--- src/rtl/sign_extend_arb_pkg.sv ---
// Shared sizing helpers and the tag type that follows each immediate
// through the extender pipeline of sign_extend_arb.
package sign_extend_arb_pkg;

   // Widest requester index ever needed (NUM_REQ <= 8).
   localparam int MAX_ID_W = 3;

   function automatic int id_width(input int num_req);
      return (num_req > 1) ? $clog2(num_req) : 1;
   endfunction

   function automatic int cnt_width(input int depth);
      return $clog2(depth + 1);
   endfunction

   typedef struct packed {
      logic                valid;
      logic [MAX_ID_W-1:0] id;
   } tag_t;

endpackage

--- src/rtl/sign_extend.sv ---
// Multi-lane sign/zero extender with a configurable register pipeline
// (DELAY = 0 gives a purely combinational path).
module sign_extend #(
   parameter int DEPTH         = 1,
   parameter int BIT_WIDTH_IN  = 16,
   parameter int BIT_WIDTH_OUT = 32,
   parameter int DELAY         = 1
) (
   input  logic                             clk,
   input  logic                             rst,
   input  logic [DEPTH*BIT_WIDTH_IN-1:0]    in_data,
   input  logic [DEPTH-1:0]                 in_signed,
   output logic [DEPTH*BIT_WIDTH_OUT-1:0]   out_data
);

   logic [DEPTH*BIT_WIDTH_OUT-1:0] ext_s;

   for (genvar l = 0; l < DEPTH; l++) begin : g_lane
      logic                     fill_s;
      logic [BIT_WIDTH_OUT-1:0] word_s;
      // Fill the upper bits with the MSB only for signed lanes.
      always_comb begin
         fill_s = in_signed[l] & in_data[l*BIT_WIDTH_IN + BIT_WIDTH_IN - 1];
         word_s = {BIT_WIDTH_OUT{fill_s}};
         word_s[BIT_WIDTH_IN-1:0] = in_data[l*BIT_WIDTH_IN +: BIT_WIDTH_IN];
      end
      assign ext_s[l*BIT_WIDTH_OUT +: BIT_WIDTH_OUT] = word_s;
   end

   if (DELAY == 0) begin : g_comb
      assign out_data = ext_s;
   end else begin : g_pipe
      logic [DEPTH*BIT_WIDTH_OUT-1:0] pipe_r [DELAY];
      // Shift the extended words through DELAY register stages.
      always_ff @(posedge clk) begin
         if (rst) begin
            for (int i = 0; i < DELAY; i++) pipe_r[i] <= '0;
         end else begin
            pipe_r[0] <= ext_s;
            for (int i = 1; i < DELAY; i++) pipe_r[i] <= pipe_r[i-1];
         end
      end
      assign out_data = pipe_r[DELAY-1];
   end

endmodule

--- src/rtl/sign_extend_rsp_fifo.sv ---
// Response FIFO holding {id, data}; head is visible whenever count != 0.
module sign_extend_rsp_fifo
   import sign_extend_arb_pkg::*;
#(
   parameter int WIDTH = 34,
   parameter int DEPTH = 4
) (
   input  logic                          clk,
   input  logic                          rst,
   input  logic                          push,
   input  logic [WIDTH-1:0]              push_data,
   input  logic                          pop,
   output logic [WIDTH-1:0]              head_data,
   output logic [cnt_width(DEPTH)-1:0]   count
);

   localparam int AW = (DEPTH > 1) ? $clog2(DEPTH) : 1;
   localparam int CW = cnt_width(DEPTH);

   logic [WIDTH-1:0] mem_r [DEPTH];
   logic [AW-1:0]    wr_ptr_r;
   logic [AW-1:0]    rd_ptr_r;
   logic [CW-1:0]    count_r;
   logic             do_push_s;
   logic             do_pop_s;

   function automatic logic [AW-1:0] next_ptr(input logic [AW-1:0] p);
      return (p == AW'(DEPTH - 1)) ? AW'(0) : p + AW'(1);
   endfunction

   always_comb begin
      do_pop_s  = pop && (count_r != CW'(0));
      do_push_s = push && ((count_r != CW'(DEPTH)) || do_pop_s);
   end

   // Pointers and occupancy; simultaneous push and pop leave count alone.
   always_ff @(posedge clk) begin
      if (rst) begin
         wr_ptr_r <= '0;
         rd_ptr_r <= '0;
         count_r  <= '0;
      end else begin
         if (do_push_s) wr_ptr_r <= next_ptr(wr_ptr_r);
         if (do_pop_s)  rd_ptr_r <= next_ptr(rd_ptr_r);
         case ({do_push_s, do_pop_s})
            2'b10:   count_r <= count_r + CW'(1);
            2'b01:   count_r <= count_r - CW'(1);
            default: count_r <= count_r;
         endcase
      end
   end

   always_ff @(posedge clk) begin
      if (do_push_s) mem_r[wr_ptr_r] <= push_data;
   end

   assign head_data = mem_r[rd_ptr_r];
   assign count     = count_r;

   sign_extend_rsp_fifo_chk #(.CW(CW), .DEPTH(DEPTH)) u_chk (
      .clk   (clk),
      .rst   (rst),
      .push  (push),
      .pop   (do_pop_s),
      .count (count_r)
   );

endmodule

--- src/rtl/sign_extend_rsp_fifo_chk.sv ---
// Overflow checker for the response FIFO; credit control upstream must
// make a push into a full FIFO without a matching pop impossible.
module sign_extend_rsp_fifo_chk #(
   parameter int CW    = 3,
   parameter int DEPTH = 4
) (
   input logic          clk,
   input logic          rst,
   input logic          push,
   input logic          pop,
   input logic [CW-1:0] count
);

   overflow_a : assert property (@(posedge clk) disable iff (rst)
      !(push && !pop && (count == CW'(DEPTH))));

endmodule

--- src/rtl/sign_extend_arb.sv ---
// Round-robin, credit-controlled front end that shares one sign_extend
// lane among NUM_REQ requesters and returns results in issue order.
module sign_extend_arb
   import sign_extend_arb_pkg::*;
#(
   parameter int NUM_REQ       = 4,
   parameter int BIT_WIDTH_IN  = 16,
   parameter int BIT_WIDTH_OUT = 32,
   parameter int DELAY         = 1,
   parameter int FIFO_DEPTH    = 4
) (
   input  logic                            clk,
   input  logic                            rst,
   input  logic [NUM_REQ-1:0]              req_valid,
   output logic [NUM_REQ-1:0]              req_ready,
   input  logic [NUM_REQ*BIT_WIDTH_IN-1:0] req_data,
   input  logic [NUM_REQ-1:0]              req_signed,
   output logic                            rsp_valid,
   input  logic                            rsp_ready,
   output logic [BIT_WIDTH_OUT-1:0]        rsp_data,
   output logic [id_width(NUM_REQ)-1:0]    rsp_id,
   output logic                            busy
);

   localparam int ID_W  = id_width(NUM_REQ);
   localparam int CNT_W = cnt_width(FIFO_DEPTH);
   localparam int ENT_W = ID_W + BIT_WIDTH_OUT;

   logic [ID_W-1:0]          rr_ptr_r;
   logic [CNT_W-1:0]         inflight_r;
   logic [CNT_W-1:0]         fifo_count_s;
   logic [CNT_W:0]           used_s;
   logic                     credit_s;
   logic                     found_s;
   logic [ID_W-1:0]          grant_s;
   logic                     issue_s;
   logic [BIT_WIDTH_IN-1:0]  lane_data_s;
   logic                     lane_signed_s;
   logic [BIT_WIDTH_OUT-1:0] ext_data_s;
   logic [ENT_W-1:0]         head_s;
   tag_t                     tag_in_s;
   tag_t                     tag_out_s;

   // First valid requester at or after rr_ptr, wrapping around.
   always_comb begin
      grant_s = '0;
      found_s = 1'b0;
      for (int k = 0; k < NUM_REQ; k++) begin
         if (!found_s && req_valid[(int'(rr_ptr_r) + k) % NUM_REQ]) begin
            found_s = 1'b1;
            grant_s = ID_W'((int'(rr_ptr_r) + k) % NUM_REQ);
         end else begin
            found_s = found_s;
         end
      end
   end

   always_comb begin
      used_s   = {1'b0, inflight_r} + {1'b0, fifo_count_s};
      credit_s = (used_s < (CNT_W+1)'(FIFO_DEPTH));
      req_ready = '0;
      if (!rst && credit_s && found_s) begin
         req_ready[grant_s] = 1'b1;
      end else begin
         req_ready = '0;
      end
      issue_s       = |(req_valid & req_ready);
      lane_data_s   = req_data[int'(grant_s)*BIT_WIDTH_IN +: BIT_WIDTH_IN];
      lane_signed_s = req_signed[grant_s];
      tag_in_s.valid = issue_s;
      tag_in_s.id    = MAX_ID_W'(grant_s);
   end

   // Pointer advances past the granted requester; inflight tracks the pipe.
   always_ff @(posedge clk) begin
      if (rst) begin
         rr_ptr_r   <= '0;
         inflight_r <= '0;
      end else begin
         if (issue_s) begin
            rr_ptr_r <= (grant_s == ID_W'(NUM_REQ - 1)) ? ID_W'(0) : grant_s + ID_W'(1);
         end
         case ({issue_s, tag_out_s.valid})
            2'b10:   inflight_r <= inflight_r + CNT_W'(1);
            2'b01:   inflight_r <= inflight_r - CNT_W'(1);
            default: inflight_r <= inflight_r;
         endcase
      end
   end

   if (DELAY == 0) begin : g_tag_comb
      assign tag_out_s = tag_in_s;
   end else begin : g_tag_pipe
      tag_t tag_r [DELAY];
      always_ff @(posedge clk) begin
         if (rst) begin
            for (int i = 0; i < DELAY; i++) tag_r[i] <= '0;
         end else begin
            tag_r[0] <= tag_in_s;
            for (int i = 1; i < DELAY; i++) tag_r[i] <= tag_r[i-1];
         end
      end
      assign tag_out_s = tag_r[DELAY-1];
   end

   sign_extend #(
      .DEPTH         (1),
      .BIT_WIDTH_IN  (BIT_WIDTH_IN),
      .BIT_WIDTH_OUT (BIT_WIDTH_OUT),
      .DELAY         (DELAY)
   ) u_ext (
      .clk       (clk),
      .rst       (rst),
      .in_data   (lane_data_s),
      .in_signed (lane_signed_s),
      .out_data  (ext_data_s)
   );

   sign_extend_rsp_fifo #(.WIDTH(ENT_W), .DEPTH(FIFO_DEPTH)) u_fifo (
      .clk       (clk),
      .rst       (rst),
      .push      (tag_out_s.valid),
      .push_data ({tag_out_s.id[ID_W-1:0], ext_data_s}),
      .pop       (rsp_valid && rsp_ready),
      .head_data (head_s),
      .count     (fifo_count_s)
   );

   assign rsp_valid = !rst && (fifo_count_s != CNT_W'(0));
   assign rsp_data  = head_s[BIT_WIDTH_OUT-1:0];
   assign rsp_id    = head_s[BIT_WIDTH_OUT +: ID_W];
   assign busy      = !rst && ((inflight_r != CNT_W'(0)) || (fifo_count_s != CNT_W'(0)));

endmodule

--- config.mk ---
export PLATFORM = sky130hd
export DESIGN_NAME = sign_extend_arb
export DESIGN_NICKNAME = d
export VERILOG_FILES = /design/src/rtl/sign_extend_arb_pkg.sv /design/src/rtl/sign_extend.sv /design/src/rtl/sign_extend_rsp_fifo.sv /design/src/rtl/sign_extend_rsp_fifo_chk.sv /design/src/rtl/sign_extend_arb.sv
export SDC_FILE = /design/constraint.sdc
export NUM_CORES = 1
export LEC_CHECK = 0
export BUFFER_PORTS_ARGS = -buffer_cell sky130_fd_sc_hd__clkbuf_2
export CORE_MARGIN = 10
export CORE_UTILIZATION = 50
export CTS_BUF_LIST = sky130_fd_sc_hd__clkbuf_4 sky130_fd_sc_hd__clkbuf_8
export CTS_CLUSTER_SIZE = 28
export DETAILED_ROUTE_END_ITERATION = 8
export GPL_ROUTABILITY_DRIVEN = 0
export GPL_TIMING_DRIVEN = 0
export PLACE_DENSITY = 0.85
export SYNTH_ARGS = -nofsm -noshare
export SYNTH_HDL_FRONTEND = slang
export SYNTH_SLANG_ARGS = --single-unit
export TNS_END_PERCENT = 1
--- constraint.sdc ---
create_clock -name clk -period 3.55 [get_ports clk]
set_input_delay 0.1775 -clock clk [delete_from_list [all_inputs] [get_ports clk]]
set_output_delay 0.1775 -clock clk [all_outputs]
set_load 0.02 [all_outputs]
==> results_dict.tcl, run 1 <==
set metrics [dict create \
    outcome "complete, no violations" \
    dieWidth_microns 118 \
    synth_area_leaders "edfxtp_1 (47%), dfxtp_1 (14%), mux4_2 (8.9%)" \
    synth_area_leader_cell "edfxtp_1" \
    synth-seq-cells 110 \
    cp.depth 15 \
    overflow 0 \
    die_h_microns 118 \
    critPathBufInv 4 \
    boundaryPins 115 \
    die-area_sq_um 14000 \
    first_iter_violations 210 \
    routed-wl-met3_microns 752 \
    drt_wl_total_microns 10700 \
    hold_path_depth 3 \
    drive_above_1_share_pct 39.0 \
    ys_warn_count 0 \
    cts.htree.levels 3 \
    synth_most_common_cell "edfxtp_1" \
    dp_cells 574 \
    setup_slack_ns 0.294 \
    dp_worst_setup_slack_ns 0.273 \
    grt_pass1_vias 3424 \
    async_reset_ff_share_pct 0 \
    met2WireLength_microns 5210 \
    vias 3152 \
    drcViolationCount 0 \
    leakagePower_nw 2.28 \
    clkLatencyLatePin_ns 0.38 \
    whs_endpoint "u_ext.g_pipe.pipe_r[0][13]" \
    critPathTopFamily "simple AND/OR/NAND/NOR gates" \
    design_area_sq_um 5770 \
    power.density_nw_per_um2 820 \
    path_cells "mux2i_1 -> nor2_1 -> nor3_1 -> buf_4 -> buf_4 -> ha_1 -> nand2_1 -> a31oi_1 -> inv_1 -> ha_1 -> inv_1 -> fa_1 -> xor2_1 -> or3_1 -> a21oi_1" \
    peakVddDrop_mv 0.417 \
    fin_crit_sh_pct 91.7 \
    synth_enable_flop_cells 76 \
    relSlewSlack_pct 35.2 \
    grt_pass1_wl_microns 17500 \
    cpMaxStageDelayCell "dfxtp_1" \
    ys.flop_type "edfxtp_1" \
    num-nets-final 542 \
    tritoncts "done" \
    first_pass_iters 4 \
    r2r_slack_ns 0.29 \
    cts-root-buf "clkbuf_8" \
    rsz0062_at_grt "no" \
    finalSetupViolCount 0 \
    via_per_inst 5.34 \
    start_util_pct 51.7 \
    final_hold_viol_count 0 \
    worstRegToRegCells 15 \
    place_area_sq_um 5550 \
    required_ns 3.87 \
    ant_nets 0 \
    netlist_area_sq_um 4820 \
    portBuffers 112 \
    synth_top_area_share_pct 47.3 \
    r2r-end "inflight_r[2]" \
    critical_path_class "flip-flop to flip-flop" \
    fmax_ghz 0.307 \
    wl_met1_microns 4520 \
    slowest_delay_ns 0.47 \
    antenna_found_initial 0 \
    clk_pin_slew_ns 0.12 \
    synthTopCellsByCount "edfxtp_1 (76), dfxtp_1 (34), mux2i_1 (33), nor2_1 (22), mux4_2 (19)" \
    track_usage_pct 15.4 \
    top_layer_used "met4" \
    tightest_slew_ns 0.972 \
    layout-area-overhead-vs-synth_pct 19.5 \
    synth.net_count 419 \
    tns_ns 0 \
    numCtsBuffers 9 \
    skew_ns 0.0178 \
    yosysUniqueCellTypes 47 \
    final_cells 590 \
    end_kind "flip-flop" \
    cts_setup_buffers 0 \
    maxCapViolCount 0 \
    synth.yosys.seq_area_share_pct 61.4 \
    grt_max_degree 24 \
    hold_path_class "input port to flip-flop" \
    slew_violations 0 \
    antenna_cells 0 \
    startpoint_type "flip-flop" \
    drt-wirelength-per-cell_microns 18.2 \
    clock-sinks 110 \
    netlist_instances 333 \
    placementRows 35 \
    hp-start "req_data[13]" \
    core-area_sq_um 9330 \
    r2r_start "rr_ptr_r[1]" \
    period_minus_slack_ns 3.26 \
    dp_hpwl_microns 8210 \
    worst-path-max-fanout 10 \
    clk_path_buf_depth 2 \
    critPathArrivalTime_ns 3.58 \
    syn_avg_cell_area_sq_um 14.5 \
]
[worst max path at each step]
stage,from,end
5_1_grt,rr_ptr_r[1],inflight_r[2]
3_3_place_gp,rr_ptr_r[1],inflight_r[2]
2_1_floorplan,rr_ptr_r[1],inflight_r[2]
3_5_place_dp,rr_ptr_r[1],inflight_r[2]
6_report,rr_ptr_r[1],inflight_r[2]
4_1_cts,rr_ptr_r[1],inflight_r[2]
[placed cells by master, fill, tap and decap left out, drive strengths merged, types with 2 or more instances in the layout]
master	n
clkbuf	127
edfxtp	76
dfxtp	34
mux2i	33
buf	23
nor2	22
inv	20
mux4	19
o22ai	15
a21oi	11
ha	9
nand2	7
nor3	5
or2	5
o21ai	5
and2	4
nand4	4
nand2b	3
a31oi	3
a21o	3
nand3b	2
nand3	2
or3	2
o31ai	2
a211oi	2
xor2	2
fa	2
clkinv	2
nor3b	2
nor4	2
[cells by family (layout without fill, tap and decap cells)]
kind of cell | Yosys count | in the layout | synth area share, %
AO/OA/AOI/OAI | 50 | 50 | 7.05
AND/OR/NAND/NOR | 62 | 62 | 6.72
multiplexers | 53 | 53 | 15.9
adder cells (fa/ha/maj) | 11 | 11 | 3.16
flip-flops | 110 | 110 | 61.4
XOR/XNOR | 3 | 3 | 0.545
buffers and inverters | 44 | 172 | 5.16
[routing by layer]
metal	GRT usage (%)	up-vias
met1	19.1	1502
met4	7.11	0
met2	24.9	123
met3	3.90	19
met5	0	-
li1	-	1508
[through the flow]
step	total power, mW	hold slack [ns]	utilization [%]
floorplan	3.38	0.348	-
global placement	3.92	0.447	59.5
detailed placement	4.01	0.466	59.5
CTS	4.76	0.0611	61.8
global route	5.03	0.0756	61.8
finish	4.73	0.0757	61.8
[power by group]
part | leakage [nW] | total (mW) | internal (mW) | switching (mW)
clock network | 0.108 | 0.780 | 0.294 | 0.486
logic | 1.19 | 2.02 | 0.856 | 1.16
registers | 0.987 | 1.93 | 1.75 | 0.185
total | 2.28 | 4.73 | 2.90 | 1.83
[flip-flops by register name (all words and copies together) (netlist names), named ones only]
name,cells
rr_ptr_r,2
u_fifo.mem_r,76
u_fifo.count,3
g_tag_pipe.tag_r,3
u_ext.g_pipe.pipe_r,17
inflight_r,3
u_fifo.wr_ptr_r,2
u_fifo.rd_ptr_r,2
[area by class of cell]
type | instances | area (sq um)
Timing Repair Buffer | 112 | 561
Buffer | 29 | 193
Clock buffer | 9 | 124
Inverter | 15 | 56.3
Fill cell | 712 | 3560
Tap cell | 129 | 161
Clock inverter | 7 | 91.3
Multi-Input combinational cell | 179 | 1620
Sequential cell | 110 | 2960
[worst register-to-register path, stage by stage (launching register included)]
cell and delay (ns):
dfxtp_1 0.47, mux2i_1 0.13, nor2_1 0.31, nor3_1 0.10, buf_4 0.20, buf_4 0.22
ha_1 0.23, nand2_1 0.12, a31oi_1 0.11, inv_1 0.09, ha_1 0.18, inv_1 0.06
fa_1 0.37, xor2_1 0.16, or3_1 0.31, a21oi_1 0.14
[repair_timing]
action,in CTS,in global routing
endpoints found under the setup margin,0,1
hold buffers,0,0
gates resized for setup,0,1
(Power assumes the default switching activity.)
==> run 2, diff against run 1 <==
--- a/config.mk
+++ b/config.mk
@@ -6,14 +6,15 @@
 export NUM_CORES = 1
 export LEC_CHECK = 0
 export BUFFER_PORTS_ARGS = -buffer_cell sky130_fd_sc_hd__clkbuf_2
-export CORE_MARGIN = 10
-export CORE_UTILIZATION = 50
+export CELL_PAD_IN_SITES_DETAIL_PLACEMENT = 2
+export CELL_PAD_IN_SITES_GLOBAL_PLACEMENT = 2
+export CORE_UTILIZATION = 38
 export CTS_BUF_LIST = sky130_fd_sc_hd__clkbuf_4 sky130_fd_sc_hd__clkbuf_8
 export CTS_CLUSTER_SIZE = 28
 export DETAILED_ROUTE_END_ITERATION = 8
 export GPL_ROUTABILITY_DRIVEN = 0
 export GPL_TIMING_DRIVEN = 0
-export PLACE_DENSITY = 0.85
+export PLACE_DENSITY_LB_ADDON = 0.1
 export SYNTH_ARGS = -nofsm -noshare
 export SYNTH_HDL_FRONTEND = slang
 export SYNTH_SLANG_ARGS = --single-unit
==> run 2 against run 1 <==
Net effect:
- sequential share of layout area down 0.20 points
- sequential cell count unchanged
- clock power shrank 8.3%
- setup slack got worse by 0.039 ns
- first-iteration DRC count decreased by 6.2%
- critical path depth stayed put
==> results_dict.tcl, run 2 (synthesis results as in run 1) <==
set metrics [dict create \
    outcome "complete, no violations" \
    layout-area-overhead-vs-synth_pct 20.0 \
    seq_power_share_pct 41.5 \
    placementRows 40 \
    overflow 0 \
    dieWidth_microns 115 \
    place_area_sq_um 5600 \
    cpMaxStageDelayCell "dfxtp_1" \
    design_area_sq_um 5790 \
    die_h_microns 115 \
    clock-sinks 110 \
    rsz0062_at_grt "no" \
    drt_wl_total_microns 11800 \
    slew_violations 0 \
    holdWs_ns 0.0924 \
    cts_setup_buffers 0 \
    peakVddDrop_mv 0.226 \
    grt_pass1_vias 3295 \
    critical_path_class "flip-flop to flip-flop" \
    finalPower_mw 4.71 \
    fmax_ghz 0.304 \
    startpoint_type "flip-flop" \
    tightest_slew_ns 1.10 \
    cts_resized 0 \
    clk_path_buf_depth 2 \
    power.density_nw_per_um2 813 \
    ant_nets 0 \
    hold_path_class "input port to flip-flop" \
    grt_max_degree 20 \
    first_pass_iters 4 \
    via_per_inst 5.01 \
    final_hold_viol_count 0 \
    worst-path-max-fanout 10 \
    antenna_cells 0 \
    critPathBufInv 4 \
    path_cells "mux2i_1 -> nor2_1 -> nor3_1 -> buf_4 -> buf_4 -> ha_1 -> nand2_1 -> a31oi_1 -> inv_1 -> ha_1 -> inv_1 -> fa_1 -> xor2_1 -> or3_1 -> a21oi_1" \
    drt-wirelength-per-cell_microns 18.8 \
    critPathArrivalTime_ns 3.59 \
    drive_above_1_share_pct 39.3 \
    slowest_delay_ns 0.47 \
    clkLatencyLatePin_ns 0.37 \
    grt_pass1_wl_microns 18400 \
    boundaryPins 115 \
    start_util_pct 39.5 \
    p_comb_share_pct 43.3 \
    dp_cells 613 \
    die-area_sq_um 13200 \
    end_kind "flip-flop" \
    period_minus_slack_ns 3.29 \
    hold_buffers 0 \
    reg_top3 "u_fifo.mem_r (76), u_ext.g_pipe.pipe_r (17)" \
    fin_crit_sh_pct 92.8 \
    clk_pin_slew_ns 0.10 \
    switching_share_pct 38.4 \
    cts-root-buf "clkbuf_8" \
    required_ns 3.85 \
    final_cell_mix "clkbuf_2 (112), edfxtp_1 (76), dfxtp_1 (34), mux2i_1 (33), nor2_1 (21)" \
    vias 3150 \
    drcViolationCount 0 \
    regMostFlops "u_fifo.mem_r" \
    p_int_mw 2.90 \
    track_usage_pct 19.1 \
    portBuffers 112 \
    cts.htree.levels 3 \
    dp_hpwl_microns 9050 \
    mostFrequentLayoutCell "clkbuf_2" \
    finalSetupViolCount 0 \
    num-nets-final 542 \
    relSlewSlack_pct 26.4 \
    tritoncts "done" \
    first_iter_violations 197 \
    critPathTopFamily "simple AND/OR/NAND/NOR gates" \
    maxCapViolCount 0 \
    numCtsBuffers 9 \
    final_cells 629 \
    power_frac_clock_pct 15.2 \
    leakagePower_nw 2.27 \
    largest_reg_flops 76 \
    antenna_found_initial 0 \
    tns_ns 0 \
    skew_ns 0.0107 \
    core-area_sq_um 12200 \
    p_switching_mw 1.81 \
]
run 2: cell types whose count changed in the layout (fill, tap and decap cells not counted), sizes merged:
cell	change
clkinvlp	+1
clkinv	-1
clkbuf	+2
inv	-2
run 2: path summary, 6_finish.rpt:
check	startpoint	endpoint	slack (ns)	depth (start not counted)
worst max-delay path	rr_ptr_r[1]	inflight_r[2]	0.26	15
worst min-delay path	req_data[34]	u_ext.g_pipe.pipe_r[0][2]	0.09	3
worst max register to register	rr_ptr_r[1]	inflight_r[2]	0.26	15
worst min register to register	u_ext.g_pipe.pipe_r[0][4]	u_fifo.mem_r[3][4]	0.50	0
run 2: per-layer routing:
metal,share of wire (%),up-vias,track usage [%],wire [microns]
met5,0,-,0,0
met4,1.3,0,5.97,151
met3,5.5,13,3.55,646
met2,48,110,32.2,5680
met1,45,1523,25.0,5320
li1,-,1504,-,-
run 2: tightest hold or removal path: stages:
cell,delay [ns]
clkbuf_2,0.08
mux2i_1,0.05
o22ai_1,0.10
run 2: layout make-up:
| class | instances | area [sq um] |
|---|---|---|
| sequential | 110 | 2960 |
| fill | 1250 | 6420 |
| timing repair buffer | 112 | 561 |
| inverter | 15 | 56.3 |
| clock inverter | 5 | 41.3 |
| tap | 168 | 210 |
| multi-input combinational | 179 | 1620 |
| buffer | 29 | 193 |
| clock buffer | 11 | 145 |
run 2: metrics by stage:
stage          utilization, %  worst slack [ns]
6_report                 47.4             0.255
5_1_grt                  47.4           0.00967
4_1_cts                  47.3             0.118
3_5_place_dp             45.8             0.186
3_3_place_gp             45.8             0.280
2_1_floorplan               -             0.624
run 2: power groups by stage:
stage | clock network [mW] | logic (mW) | registers, mW
CTS | 0.733 | 2.09 | 1.96
detailed placement | 0 | 2.08 | 1.99
floorplan | 0 | 1.49 | 1.88
global placement | 0 | 2.01 | 1.94
global route | 0.776 | 2.22 | 1.99
finish | 0.715 | 2.04 | 1.95
